$ cat src/rtl/dm11a88_pkg.sv
// Shared types and constants for the DM11A88 row-scan frame source.
// The matrix geometry is fixed at 8x8; the row word is {~columns, one-cold row select}.
package dm11a88_pkg;

  localparam int ROWS  = 8;
  localparam int COLS  = 8;
  localparam int ROW_W = $clog2(ROWS);

  typedef logic [15:0] word_t;

  localparam word_t OFF_WORD = 16'hFFFF;

  typedef enum logic {S_DWELL, S_OFFER} scan_state_t;

  // Both halves are active-low at the shifter: a 0 lights a column / selects a row.
  function automatic word_t row_word(input logic [COLS-1:0] cols, input logic [ROW_W-1:0] row);
    return {~cols, ~(8'b1 << row)};
  endfunction

endpackage

$ cat src/rtl/dm11a88_fbuf.sv
// Double-buffered 8x8 frame store: writes go to the back half, reads come combinationally from the front half.
// Contents clear on synchronous reset; the front/back roles follow front_sel.
module dm11a88_fbuf
  import dm11a88_pkg::*;
(
  input  logic             clk_50m,
  input  logic             rst_n,
  input  logic             wr_en,
  input  logic [ROW_W-1:0] wr_row,
  input  logic [COLS-1:0]  wr_data,
  input  logic             front_sel,
  input  logic [ROW_W-1:0] rd_row,
  output logic [COLS-1:0]  rd_data
);

  logic [COLS-1:0] mem [2][ROWS];

  // front_sel is the pre-edge value, so a write in the swap cycle lands in the new front.
  always_ff @(posedge clk_50m) begin
    if (!rst_n) begin
      for (int b = 0; b < 2; b++) begin
        for (int r = 0; r < ROWS; r++) begin
          mem[b][r] <= '0;
        end
      end
    end else if (wr_en) begin
      mem[~front_sel][wr_row] <= wr_data;
    end
  end

  assign rd_data = mem[front_sel][rd_row];

endmodule

$ cat src/rtl/dm11a88_scan.sv
// Row-scan source: one row word per slot, offered DWELL_CYCLES cycles after the previous accept.
// The offered word holds while ready is low; buffer swaps are deferred to the frame boundary.
module dm11a88_scan
  import dm11a88_pkg::*;
#(
  parameter int DWELL_CYCLES = 50000
) (
  input  logic            clk_50m,
  input  logic            rst_n,
  input  logic            wr_en,
  input  logic [2:0]      wr_row,
  input  logic [7:0]      wr_data,
  input  logic            swap_req,
  output word_t           word,
  output logic            word_valid,
  input  logic            word_ready,
  output logic            frame_end,
  output logic            swap_ack
);

  localparam int CW = (DWELL_CYCLES > 1) ? $clog2(DWELL_CYCLES) : 1;
  localparam logic [CW-1:0] CNT_LAST = CW'(DWELL_CYCLES - 1);

  scan_state_t      state;
  logic [CW-1:0]    cnt;
  logic [ROW_W-1:0] row;
  logic             front_sel;
  logic             swap_pending;
  logic [COLS-1:0]  front_row;
  logic             accept;

  dm11a88_fbuf u_fbuf (
    .clk_50m   (clk_50m),
    .rst_n     (rst_n),
    .wr_en     (wr_en),
    .wr_row    (wr_row),
    .wr_data   (wr_data),
    .front_sel (front_sel),
    .rd_row    (row),
    .rd_data   (front_row)
  );

  assign accept    = word_valid && word_ready;
  assign frame_end = accept && (row == ROW_W'(ROWS - 1));
  assign swap_ack  = frame_end && swap_pending;

  always_ff @(posedge clk_50m) begin
    if (!rst_n) begin
      state        <= S_DWELL;
      cnt          <= '0;
      row          <= '0;
      front_sel    <= 1'b0;
      swap_pending <= 1'b0;
      word         <= OFF_WORD;
      word_valid   <= 1'b0;
    end else begin
      // A request coinciding with the frame end is kept for the following frame.
      if (frame_end) begin
        swap_pending <= swap_req;
      end else begin
        swap_pending <= swap_pending | swap_req;
      end

      if (swap_ack) begin
        front_sel <= ~front_sel;
      end

      case (state)
        S_DWELL: begin
          if (cnt == CNT_LAST) begin
            state      <= S_OFFER;
            word_valid <= 1'b1;
            word       <= row_word(front_row, row);
          end else begin
            cnt <= cnt + CW'(1);
          end
        end
        S_OFFER: begin
          if (word_ready) begin
            state      <= S_DWELL;
            word_valid <= 1'b0;
            word       <= OFF_WORD;
            cnt        <= '0;
            row        <= row + ROW_W'(1);
          end
        end
      endcase
    end
  end

endmodule

$ cat config.mk
export PLATFORM = sky130hd
export DESIGN_NAME = dm11a88_scan
export DESIGN_NICKNAME = d
export VERILOG_FILES = /design/src/rtl/dm11a88_pkg.sv /design/src/rtl/dm11a88_fbuf.sv /design/src/rtl/dm11a88_scan.sv
export SDC_FILE = /design/constraint.sdc
export NUM_CORES = 1
export LEC_CHECK = 0
export BUFFER_PORTS_ARGS = -buffer_cell sky130_fd_sc_hd__buf_2
export CAP_MARGIN = 15
export CELL_PAD_IN_SITES_DETAIL_PLACEMENT = 2
export CELL_PAD_IN_SITES_GLOBAL_PLACEMENT = 2
export CORE_MARGIN = 2
export CORE_UTILIZATION = 39
export CTS_CLUSTER_SIZE = 12
export DETAILED_ROUTE_END_ITERATION = 10
export MAX_ROUTING_LAYER = met4
export PLACE_DENSITY_LB_ADDON = 0.25
export SLEW_MARGIN = 20
export SYNTH_ARGS = -nofsm -noshare
export SYNTH_HDL_FRONTEND = slang
export SYNTH_SLANG_ARGS = --single-unit
$ cat constraint.sdc
create_clock -name clk_50m -period 1.85 [get_ports clk_50m]
set_input_delay 0.2775 -clock clk_50m [delete_from_list [all_inputs] [get_ports clk_50m]]
set_output_delay 0.2775 -clock clk_50m [all_outputs]
set_load 0.005 [all_outputs]
==> implementation parameters, run 1 <==
Parameter                              Value

Layout
  Share of layout cells above drive strength 1    31.6%
  Layout Utilization    49.9%
  Inserted Diodes    0
  Final nets    approximately 670
  Area of all placed cells without fillers    between 8000 and 9000 sq um
  Most frequent cells in the layout    128 x edfxtp_1, 78 x nor2_1, 60 x buf_4
  Area added between synthesis and finish    25.0%
  Commonest non-fill, non-tap cell in the layout    edfxtp_1
  Count of placed standard cells in the final layout, fillers left out    between 800 and 900
  Filler cell count    roughly 1700

Hold path
  Min-Delay Path Class    input port to flop

Floorplanning
  Core Footprint    approximately 18000 sq um
  Floorplan die area    a little under 20000 sq um
  Number of placement rows    approximately 50
  Horizontal die dimension    about 140 um
  Number of I/O pins    35
  Height of the die    roughly 140 um
  Effective utilization at floorplan    39.9%

STA
  Setup slack of the critical path after layout    -0.164 ns
  Post-route minimum period    a little over 2 ns
  Max frequency    about 0.50 GHz
  Worst Tran Pin Value    approximately 0.61 ns
  Total count of max-transition violations in the final report    0
  Summed negative setup slack over all endpoints    -2.03 ns
  Max-Slew Margin vs Limit    59.2%
  Hold violation total from the final report    0
  Unrepaired setup endpoints after global routing    yes
  Finish-stage setup viols    21
  Hold slack final    slightly above 0.06 ns
  Final cycle utilization of the critical path    109%
  Clock Skew    around 0.0066 ns

Critical path
  Most used cell, CP    or4_4
  Critical R2R Capture    word[15]
  Top Family by Delay on Critical Path    simple AND/OR/NAND/NOR gates
  Flop-to-flop setup slack    -0.16 ns
  Launching element type of the critical path    flop
  Buffers plus inverters on the worst setup path    1
  Cell Chain, Critical Path    or4_4 > buf_6 > or4_4 > a21oi_2 > a21bo_2
  Source of the worst register-to-register timing path    cnt[13]
  Crit path kind    flop to flop
  Capturing instance or port of the critical path    word[15]
  Register-to-Register Path Depth    5
  Delay of the slowest cell on the worst path    between 0.5 and 0.6 ns
  Cell depth of the worst setup path    5
  Required time worst endpoint    2.18 ns
  Slowest-stage cell, CP    or4_4
  Largest driver fanout on the critical path    3
  Startpoint of the most critical setup path    cnt[13]
  CP arrival    approximately 2.3 ns
  Crit path capture type    flop

Synthesis
  FF+latch count, synth    around 170
  Mean Syn Cell Area    approximately 13 sq um
  Synth Net Count    between 500 and 600
  Netlist Area Pre-Place    about 7200 sq um
  Share of the yosys chip area belonging to registers    between 60% and 70%
  Fraction of registers with async set/reset    0%
  Number of distinct standard cells referenced by the synthesized netlist    48
  Synthesized instance count    ~540
  Yosys warnings    0
  Ys flop type    edfxtp_1
  Number of synthesized flops with an enable pin    about 130

Routing
  Number of nets still failing antenna checks after routing    0
  Vias post-DR    5048
  Detailed-route DRC error count    0
  Post-detailed-route wirelength per cell    27.3 um
  Sum of routed wire length over all layers    about 24 mm
  Via density    roughly 5.7
  TritonRoute pass-1 iters    4
  1st-iter DRT viols    between 200 and 300

Placement
  Post-Place Setup Slack    -0.307 ns
  Placer Congestion    around 0.82
  Cell total after placement    843
  Count of input and output buffers    34
  Cell area after placement    slightly above 8000 sq um
  HPWL after DPL    between 15 and 20 mm

CTS
  Count of H-tree levels built during CTS    4
  Number of buffers added by the clock tree synthesis step    17
  Sink count of the clock tree    168
  Clock transition time at the flip-flop clock pins of the worst setup and hold paths    0.07 ns
  Buffer levels on the longest clock path    2
  Clk Tree Root Cell    clkbuf_16
  TritonCTS clock tree    done
  Insertion delay of the later-clocked pin in the worst-skew pair    0.43 ns

Power and ir drop
  Internal power summed over all cells    between 6 and 7 mW
  Switching power summed over all nets    about 1.9 mW
  Part of the power in registers    roughly 51%
  Pwr Density    928 nW/um^2
  VDD IR-drop max    0.856 mV
  Static leakage power    approximately 3.3 nW
  Portion of total power attributed to the clock network    between 40% and 50%
  Fraction of power spent switching nets    between 20% and 30%
  Share of power burned in combinational logic    under 10%
  Power Total    8.35 mW

Flow run
  Max Cap Violations    0

Global route
  Number of global-route vias before repair    around 5600
  Maximum number of pins on one net before global-route repair    38
  First-pass GRT wire length    between 30 and 40 mm
  Antenna violations before repair    0
  Total congestion overflow    0
  Overall fraction of global-route tracks in use    between 20% and 30%

Outcome
  Status    complete, but fails checks
  Violated checks    setup timing
synthesized netlist by cell type, types with 2 or more instances:
cell      number  area (sq um)
edfxtp_1     128          3840
nor2_1        78           293
nand2_1       55           206
dfxtp_1       40           801
mux4_2        30           676
nor3_1        25           125
clkbuf_1      18          67.6
o21ai_0       17          85.1
inv_1         14          52.6
nand3_1       14          70.1
and2_1        13          81.3
and3_1        11          68.8
mux2i_1       11           110
a211oi_1       7          52.6
a21oi_1        7          35.0
ha_1           7          87.6
buf_2          6          30.0
or4_1          6          45.0
a21boi_0       5          37.5
nand2b_1       4          25.0
nor2b_1        4          25.0
xnor2_1        4          35.0
a31oi_1        3          18.8
nand4b_1       3          26.3
o211ai_1       3          22.5
o21a_1         3          22.5
o31ai_1        3          22.5
or3_1          3          18.8
nand4_1        2          12.5
xor2_1         2          17.5
state kept, by name (all words and copies together), names as in the netlist, named ones only:
| register | cells |
|---|---|
| swap_pending | 1 |
| row | 3 |
| state | 1 |
| u_fbuf.mem | 128 |
| word_valid | 1 |
| cnt | 16 |
| word | 16 |
| front_sel | 1 |
cells by family after synthesis:
group                      Yosys count  synth area share (%)
AOI/OAI and AO/OA                   56                  5.43
xor gates and xnor gates             6                 0.730
adders and majority gates            7                  1.22
buffers and inverters               40                  2.19
DFF                                168                  64.6
muxes                               41                  10.9
and+or+nand+nor                    226                  15.0
per-layer routing:
metal / routed length [um] / track usage (%)
met5: 0 / -
met4: 765 / 9.32
met3: 748 / 4.06
met2: 12900 / 44.7
met1: 9780 / 30.7
layout make-up:
class	count	area (sq um)	share of cell area, %
clock inverters	15	174	1.93
well taps	229	287	3.19
multi-input cells	336	2590	28.8
inverters	15	56.3	0.626
repair buffers	105	806	8.96
clock buffers	17	425	4.73
flip-flops and latches	168	4650	51.8
worst min-delay path by stage:
stage | slack [ns] | depth (start not counted) | start | endpoint
after floorplan | 0.40 | 1 | swap_req | swap_pending
after global placement | 0.49 | 2 | swap_req | swap_pending
after detailed placement | 0.50 | 2 | cnt[15] | cnt[15]
after CTS | 0.05 | 2 | swap_req | swap_pending
after global routing | 0.06 | 2 | swap_req | swap_pending
final | 0.06 | 2 | swap_req | swap_pending
power groups by stage:
stage | clock network, mW | logic (mW) | registers (mW)
floorplan | 0 | 0.156 | 4.34
finish | 3.71 | 0.353 | 4.29
detailed placement | 0 | 0.337 | 4.37
global placement | 0 | 0.317 | 4.34
CTS | 3.75 | 0.346 | 4.29
global route | 3.89 | 0.376 | 4.30
repair_timing:
item / 4_1_cts / 5_1_grt
pin swaps: 8 / 20
hold buffers: 0 / 0
buffers inserted: 8 / 4
gates resized for setup: 30 / 22
setup endpoints to repair: 24 / 26
endpoints found under the hold margin: 0 / 0
(Power assumes the default switching activity.)
==> inputs of run 2 (changes only) <==
--- a/config.mk
+++ b/config.mk
@@ -10,7 +10,7 @@
 export CELL_PAD_IN_SITES_DETAIL_PLACEMENT = 2
 export CELL_PAD_IN_SITES_GLOBAL_PLACEMENT = 2
 export CORE_MARGIN = 2
-export CORE_UTILIZATION = 39
+export CORE_UTILIZATION = 47
 export CTS_CLUSTER_SIZE = 12
 export DETAILED_ROUTE_END_ITERATION = 10
 export MAX_ROUTING_LAYER = met4
==> constraint.sdc (replaced) <==
create_clock -name clk_50m -period 2.4 [get_ports clk_50m]
set_input_delay 0.12 -clock clk_50m [delete_from_list [all_inputs] [get_ports clk_50m]]
set_output_delay 0.12 -clock clk_50m [all_outputs]
set_load 0.005 [all_outputs]
==> run 2 against run 1 <==
Net effect: worst hold slack better by 0.21 ns; non-clock buffer count shrank 39; register-to-register slack improved by 0.23 ns; flip-flop and latch count did not move; largest cell class unchanged; critical path depth stayed put; final cell count fell by 9.2%; global-route usage rose by 7.0 points; the run now ends clean.
==> implementation parameters, run 2 (synthesis gave the netlist of run 1 again) <==
Parameter                              Value

Critical path
  Crit path capture type    flop (unchanged)
  Most used cell, CP    or4_1 (was or4_4)
  Top Family by Delay on Critical Path    simple AND/OR/NAND/NOR gates (unchanged)
  Cell Chain, Critical Path    or4_1 > or4_1 > nor3_4 > buf_4 > a211oi_2 (was or4_4 > buf_6 > or4_4 > a21oi_2 > a21bo_2)
  Required time worst endpoint    2.70 ns (was 2.18 ns)
  Largest driver fanout on the critical path    8 (was 3)
  Buffers plus inverters on the worst setup path    1 (unchanged)
  Slowest-stage cell, CP    or4_1 (was or4_4)
  Delay of the slowest cell on the worst path    0.69 ns (was 0.58 ns)
  CP arrival    2.64 ns (was 2.34 ns)
  Flop-to-flop setup slack    0.07 ns (was -0.16 ns)
  Crit path kind    flop to flop (unchanged)
  Launching element type of the critical path    flop (unchanged)

Power and ir drop
  Portion of total power attributed to the clock network    46.0% (was 44.4%)
  Switching power summed over all nets    1.43 mW (was 1.89 mW)
  VDD IR-drop max    0.640 mV (was 0.856 mV)
  Part of the power in registers    50.3% (was 51.3%)
  Share of power burned in combinational logic    3.7% (was 4.2%)
  Static leakage power    3.04 nW (was 3.32 nW)
  Fraction of power spent switching nets    21.6% (was 22.6%)
  Pwr Density    783 nW/um^2 (was 928 nW/um^2)
  Power Total    6.60 mW (was 8.35 mW)
  Internal power summed over all cells    5.17 mW (was 6.46 mW)

Routing
  Detailed-route DRC error count    0 (unchanged)
  Number of nets still failing antenna checks after routing    0 (unchanged)
  Vias post-DR    5039 (was 5048)
  Via density    6.27 (was 5.70)
  Post-detailed-route wirelength per cell    30.6 um (was 27.3 um)
  TritonRoute pass-1 iters    5 (was 4)
  1st-iter DRT viols    406 (was 299)
  Sum of routed wire length over all layers    24.6 mm (was 24.2 mm)

Layout
  Area added between synthesis and finish    17.2% (was 25.0%)
  Area occupied by registers    4650 sq um (about the same)
  Largest regs    u_fbuf.mem (128), cnt (16), word (16) (unchanged)
  Number of flip-flops under the largest register name    128 (unchanged)
  Area of all placed cells without fillers    8430 sq um (was 8990 sq um)
  Inserted Diodes    0 (unchanged)
  Commonest non-fill, non-tap cell in the layout    edfxtp_1 (unchanged)
  Register with the most flip-flops    u_fbuf.mem (unchanged)
  Filler cell count    1375 (was 1723)
  Total area of multi-input combinational cells    2410 sq um (was 2590 sq um)
  Final nets    627 (was 666)
  Most frequent cells in the layout    128 x edfxtp_1, 78 x nor2_1, 55 x nand2_1 (was 128 x edfxtp_1, 78 x nor2_1, 60 x buf_4)
  Share of layout cells above drive strength 1    19.8% (was 31.6%)
  Count of placed standard cells in the final layout, fillers left out    804 (was 885)

Global route
  Overall fraction of global-route tracks in use    32.8% (was 25.8%)
  Total congestion overflow    0 (unchanged)
  Number of global-route vias before repair    5472 (was 5550)
  Antenna violations before repair    0 (unchanged)
  First-pass GRT wire length    36.5 mm (was 35.4 mm)
  Maximum number of pins on one net before global-route repair    37 (was 38)

Floorplanning
  Horizontal die dimension    128 um (was 140 um)
  Number of placement rows    45 (was 49)
  Effective utilization at floorplan    47.7% (was 39.9%)
  Height of the die    128 um (was 140 um)
  Number of I/O pins    35 (unchanged)
  Core Footprint    15100 sq um (was 18000 sq um)
  Floorplan die area    16300 sq um (was 19500 sq um)

STA
  Max-Slew Margin vs Limit    53.3% (was 59.2%)
  Unrepaired setup endpoints after global routing    no (was yes)
  Summed negative setup slack over all endpoints    0 ns (was -2.03 ns)
  Worst Tran Pin Value    0.699 ns (was 0.611 ns)
  Total count of max-transition violations in the final report    0 (unchanged)
  Post-route minimum period    2.33 ns (was 2.01 ns)
  Hold violation total from the final report    0 (unchanged)
  Clock Skew    0.0179 ns (was 0.00658 ns)
  Finish-stage setup viols    0 (was 21)
  Max frequency    0.428 GHz (was 0.497 GHz)
  Hold slack final    0.271 ns (was 0.0612 ns)
  Final cycle utilization of the critical path    97.3% (was 109%)

Placement
  Count of input and output buffers    34 (unchanged)
  Placer Congestion    0.795 (was 0.821)
  Cell area after placement    7700 sq um (was 8100 sq um)
  Cell total after placement    763 (was 843)
  HPWL after DPL    15.7 mm (was 15.8 mm)

CTS
  Insertion delay of the later-clocked pin in the worst-skew pair    0.45 ns (was 0.43 ns)
  Number of buffers added by the clock tree synthesis step    17 (unchanged)
  Count of H-tree levels built during CTS    4 (unchanged)
  Sink count of the clock tree    168 (unchanged)
  Clock transition time at the flip-flop clock pins of the worst setup and hold paths    0.07 ns (about the same)
  Buffer levels on the longest clock path    2 (unchanged)
  Clk Tree Root Cell    clkbuf_16 (unchanged)
  TritonCTS clock tree    done (unchanged)

Flow run
  Max Cap Violations    0 (unchanged)

Outcome
  Status    completed (was complete, but fails checks)

Hold path
  Min-Delay Path Class    input port to flop (unchanged)
-- run 2: metrics by stage --
stage / util, % / setup WS (ns)
3_3_place_gp: 51.0 / 0.307
4_1_cts: 55.8 / 0.00238
3_5_place_dp: 51.0 / 0.102
5_1_grt: 55.9 / 0.0361
2_1_floorplan: - / 0.377
6_report: 55.9 / 0.0657
-- run 2: timing repair --
item,in CTS,in global routing
endpoints found under the hold margin,9,0
setup endpoints to repair,0,2
gates resized for setup,0,1
buffers inserted,0,1
hold buffers,9,0
-- run 2: final timing paths --
path	startpoint	endpoint	cells past startpoint
worst min-delay path	rst_n	word[6]	3
worst max register to register	cnt[10]	word[11]	5
worst max-delay path	cnt[10]	word[11]	5
worst min register to register	cnt[15]	cnt[15]	2
-- run 2: tightest hold or removal path, cell delays in order --
cell and delay, ns:
buf_2 0.16, buf_4 0.27, o21ai_0 0.11
-- run 2: power groups by stage --
stage / clock network [mW] / logic, mW / registers, mW
after CTS: 3.06 / 0.243 / 3.32
after global placement: 0 / 0.206 / 3.35
after floorplan: 0 / 0.120 / 3.34
final: 3.03 / 0.245 / 3.32
after detailed placement: 0 / 0.225 / 3.37
after global routing: 3.14 / 0.259 / 3.33
-- run 2: per-layer routing --
metal | wire length (um) | track usage [%] | part of all wire [%] | vias to the layer above
li1 | - | - | - | 2145
met1 | 10100 | 40.4 | 41 | 2625
met2 | 12400 | 53.9 | 51 | 213
met3 | 1200 | 5.63 | 4.9 | 56
met4 | 835 | 14.2 | 3.4 | 0
met5 | 0 | - | 0 | -
-- run 2: cell type report --
class / instances / share of cell area (%)
inverters: 15 / 0.668
repair buffers: 66 / 5.43
clock inverters: 12 / 2.37
clock buffers: 19 / 5.13
well taps: 188 / 2.79
multi-input cells: 336 / 28.5
flip-flops and latches: 168 / 55.1
==> inputs of run 3 (changes only) <==
--- a/config.mk
+++ b/config.mk
@@ -10,7 +10,7 @@
 export CELL_PAD_IN_SITES_DETAIL_PLACEMENT = 2
 export CELL_PAD_IN_SITES_GLOBAL_PLACEMENT = 2
 export CORE_MARGIN = 2
-export CORE_UTILIZATION = 47
+export CORE_UTILIZATION = 48
 export CTS_CLUSTER_SIZE = 12
 export DETAILED_ROUTE_END_ITERATION = 10
 export MAX_ROUTING_LAYER = met4
@@ -18,4 +18,5 @@
 export SLEW_MARGIN = 20
 export SYNTH_ARGS = -nofsm -noshare
 export SYNTH_HDL_FRONTEND = slang
+export SYNTH_HIERARCHICAL = 1
 export SYNTH_SLANG_ARGS = --single-unit
==> run 3 against run 2 <==
Net effect: flip-flop and latch count is 1 lower; maximum frequency is 3.3% higher; sequential power hardly changed; via count is 0.20% higher; critical path depth is 1 higher; synthesized area is 5.1% higher; clock skew is 0.010 ns lower; first-iteration DRC count is 6.7% higher; die area is 2.9% higher; wire length is 2.2% lower; worst hold slack worse by 0.092 ns.
==> implementation parameters, run 3 <==
Parameter                              Value

Outcome
  Status    completed (unchanged)

CTS
  Sink count of the clock tree    167 (was 168)
  Count of H-tree levels built during CTS    4 (unchanged)
  Insertion delay of the later-clocked pin in the worst-skew pair    0.43 ns (was 0.45 ns)
  Number of buffers added by the clock tree synthesis step    17 (unchanged)
  Clock transition time at the flip-flop clock pins of the worst setup and hold paths    0.07 ns (about the same)
  Buffer levels on the longest clock path    2 (unchanged)
  TritonCTS clock tree    done (unchanged)
  Clk Tree Root Cell    clkbuf_16 (unchanged)

Synthesis
  Netlist Area Pre-Place    7560 sq um (was 7190 sq um)
  Cell type with the highest aggregate area in the netlist    edfxtp_1 (unchanged)
  Yosys warnings    6 (was 0)
  Synth Net Count    556 (was 567)
  Number of distinct standard cells referenced by the synthesized netlist    72 (was 48)
  Number of synthesized flops with an enable pin    128 (unchanged)
  FF+latch count, synth    167 (was 168)
  Share of the yosys chip area belonging to registers    61.1% (was 64.6%)
  Synthesized instance count    533 (was 544)
  Fraction of registers with async set/reset    0% (unchanged)
  Most repeated cell in the gate-level netlist after synthesis    edfxtp_1 (unchanged)
  Ys flop type    edfxtp_1 (unchanged)
  Fraction of post-synthesis cell area in the top cell type by area    50.8% (was 53.4%)
  Most frequent cells after synthesis    128 x edfxtp_1, 87 x and2_1, 39 x dfxtp_1 (was 128 x edfxtp_1, 78 x nor2_1, 55 x nand2_1)
  Mean Syn Cell Area    14.2 sq um (was 13.2 sq um)
  Cells taking the most area after synthesis    edfxtp_1 51%, dfxtp_1 10%, and2_1 7.2% (was edfxtp_1 53%, dfxtp_1 11%, mux4_2 9.4%)

STA
  Post-route minimum period    2.26 ns (was 2.33 ns)
  Max-Slew Margin vs Limit    57.2% (was 53.3%)
  Finish-stage setup viols    0 (unchanged)
  Hold slack final    0.179 ns (was 0.271 ns)
  Hold violation total from the final report    0 (unchanged)
  Max frequency    0.442 GHz (was 0.428 GHz)
  Clock Skew    0.00750 ns (was 0.0179 ns)
  Worst Tran Pin Value    0.640 ns (was 0.699 ns)
  Unrepaired setup endpoints after global routing    no (unchanged)
  Total count of max-transition violations in the final report    0 (unchanged)
  Final cycle utilization of the critical path    94.2% (was 97.3%)
  Summed negative setup slack over all endpoints    0 ns (unchanged)

Routing
  Post-detailed-route wirelength per cell    29.7 um (was 30.6 um)
  Vias post-DR    5049 (was 5039)
  TritonRoute pass-1 iters    5 (unchanged)
  Top metal layer carrying routed signals    met4 (unchanged)
  Met2 Routed Length    12.1 mm (was 12.4 mm)
  1st-iter DRT viols    433 (was 406)
  Via density    6.23 (was 6.27)
  Met1 wire length    9.96 mm (was 10.1 mm)
  Detailed-route DRC error count    0 (unchanged)
  Sum of routed wire length over all layers    24.1 mm (was 24.6 mm)
  Number of nets still failing antenna checks after routing    0 (unchanged)
  Met3 layer wire length in the routed design    1.36 mm (was 1.20 mm)

Floorplanning
  Number of I/O pins    35 (unchanged)
  Effective utilization at floorplan    49.4% (was 47.7%)
  Number of placement rows    45 (unchanged)
  Floorplan die area    16800 sq um (was 16300 sq um)
  Height of the die    130 um (was 128 um)
  Core Footprint    15300 sq um (was 15100 sq um)
  Horizontal die dimension    130 um (was 128 um)

Global route
  First-pass GRT wire length    36.4 mm (was 36.5 mm)
  Total congestion overflow    0 (unchanged)
  Maximum number of pins on one net before global-route repair    41 (was 37)
  Overall fraction of global-route tracks in use    31.7% (was 32.8%)
  Number of global-route vias before repair    5372 (was 5472)
  Antenna violations before repair    0 (unchanged)

Power and ir drop
  Pwr Density    747 nW/um^2 (was 783 nW/um^2)
  Power Total    6.48 mW (was 6.60 mW)
  Portion of total power attributed to the clock network    44.2% (was 46.0%)
  Share of power burned in combinational logic    4.4% (was 3.7%)
  VDD IR-drop max    0.529 mV (was 0.640 mV)
  Static leakage power    3.09 nW (was 3.04 nW)
  Part of the power in registers    51.4% (was 50.3%)
  Internal power summed over all cells    5.00 mW (was 5.17 mW)
  Fraction of power spent switching nets    22.9% (was 21.6%)
  Switching power summed over all nets    1.48 mW (was 1.43 mW)

Flow run
  Max Cap Violations    0 (unchanged)

Critical path
  Largest driver fanout on the critical path    18 (was 8)
  CP arrival    2.60 ns (was 2.64 ns)
  Crit path kind    flop to flop (unchanged)
  Required time worst endpoint    2.74 ns (was 2.70 ns)
  Flop-to-flop setup slack    0.14 ns (was 0.07 ns)
  Cell Chain, Critical Path    buf_4 > mux4_2 > a22oi_2 > nand2_1 > and2_1 > o21ai_0 (was or4_1 > or4_1 > nor3_4 > buf_4 > a211oi_2)
  Top Family by Delay on Critical Path    flip-flops (was simple AND/OR/NAND/NOR gates)
  Delay of the slowest cell on the worst path    0.58 ns (was 0.69 ns)
  Launching element type of the critical path    flop (unchanged)
  Register-to-Register Path Depth    6 (was 5)
  Cell depth of the worst setup path    6 (was 5)
  Source of the worst register-to-register timing path    front_sel (was cnt[10])
  Crit path capture type    flop (unchanged)
  Slowest-stage cell, CP    dfxtp_4 (was or4_1)
  Critical R2R Capture    word[9] (was word[11])
  Buffers plus inverters on the worst setup path    1 (unchanged)

Layout
  Number of flip-flops under the largest register name    128 (unchanged)
  Commonest non-fill, non-tap cell in the layout    edfxtp_1 (unchanged)
  Filler cell count    1385 (was 1375)
  Largest regs    u_fbuf/mem (128), cnt (16), word (16) (was u_fbuf.mem (128), cnt (16), word (16))
  Inserted Diodes    0 (unchanged)
  Most frequent cells in the layout    128 x edfxtp_1, 87 x and2_1, 38 x dfxtp_1 (was 128 x edfxtp_1, 78 x nor2_1, 55 x nand2_1)
  Area added between synthesis and finish    14.6% (was 17.2%)
  Count of placed standard cells in the final layout, fillers left out    810 (was 804)
  Register with the most flip-flops    u_fbuf/mem (was u_fbuf.mem)
  Share of layout cells above drive strength 1    24.2% (was 19.8%)
  Final nets    610 (was 627)

Hold path
  Min-Delay Path Class    input port to flop (unchanged)
  Hold Path Origin    word_ready (was rst_n)
  Hold-critical path endpoint    word_valid (was word[6])
  Count of cells along the worst hold path    4 (was 3)

Placement
  Count of input and output buffers    34 (unchanged)
  Placer Congestion    0.802 (was 0.795)
  Cell total after placement    778 (was 763)
  HPWL after DPL    16.0 mm (was 15.7 mm)
[run 3: per-layer routing]
metal  vias up  GRT usage [%]
met1      2650           40.0
met4         0           10.4
li1       2152              -
met5         -              -
met3        35           6.15
met2       212           52.0
[run 3: kinds of logic (layout without fill, tap and decap cells)]
logic type	after synthesis	after routing	share of synthesized area, %
AND/OR/NAND/NOR	207	207	17.4
buffers and inverters	34	100	2.66
AO/OA/AOI/OAI	82	82	7.28
XOR/XNOR	4	4	0.463
flip-flops	167	167	61.1
multiplexers	32	32	9.92
adder cells (fa/ha/maj)	7	7	1.16
[run 3: final cells by class]
class | instances | area, sq um | area share [%]
multi-input combinational | 332 | 2740 | 31.6
timing repair buffer | 62 | 408 | 4.70
clock inverter | 14 | 174 | 2.01
clock buffer | 17 | 425 | 4.91
inverter | 7 | 28.8 | 0.332
sequential | 167 | 4630 | 53.4
tap | 211 | 264 | 3.04
[run 3: tightest hold or removal path: cells and delay by family]
kind	cells	cell delay, ns
AO/OA/AOI/OAI	1	0.08
buffers and inverters	1	0.14
AND/OR/NAND/NOR	2	0.21
[run 3: worst max path at each step]
stage	start	to	slack [ns]
final	front_sel	word[9]	0.14
after global routing	front_sel	word[9]	0.04
after CTS	front_sel	word[9]	0.12
after detailed placement	front_sel	word[9]	-0.09
after global placement	front_sel	word[9]	0.07
after floorplan	front_sel	u_fbuf/mem[0][10]	0.49
[run 3: what timing repair did]
item | CTS | global route
setup buffers | 0 | 0
hold endpoints to repair | 1 | 0
resized for setup | 2 | 0
hold buffers | 1 | 0
endpoints found under the setup margin | 2 | 0
[run 3: power by group through the flow]
stage | Sequential, mW | Clock, mW | Combinational [mW]
floorplan | 3.35 | 0 | 0.135
global placement | 3.36 | 0 | 0.248
detailed placement | 3.39 | 0 | 0.272
CTS | 3.33 | 2.90 | 0.280
global route | 3.34 | 3.01 | 0.297
finish | 3.33 | 2.87 | 0.282
[run 3: stage by stage]
stage	instance area, sq um	utilization [%]	setup slack [ns]
CTS	8670	56.6	0.118
global placement	8060	52.6	0.0737
floorplan	7560	-	0.493
finish	8670	56.6	0.140
global route	8670	56.6	0.0373
detailed placement	8060	52.6	-0.0865
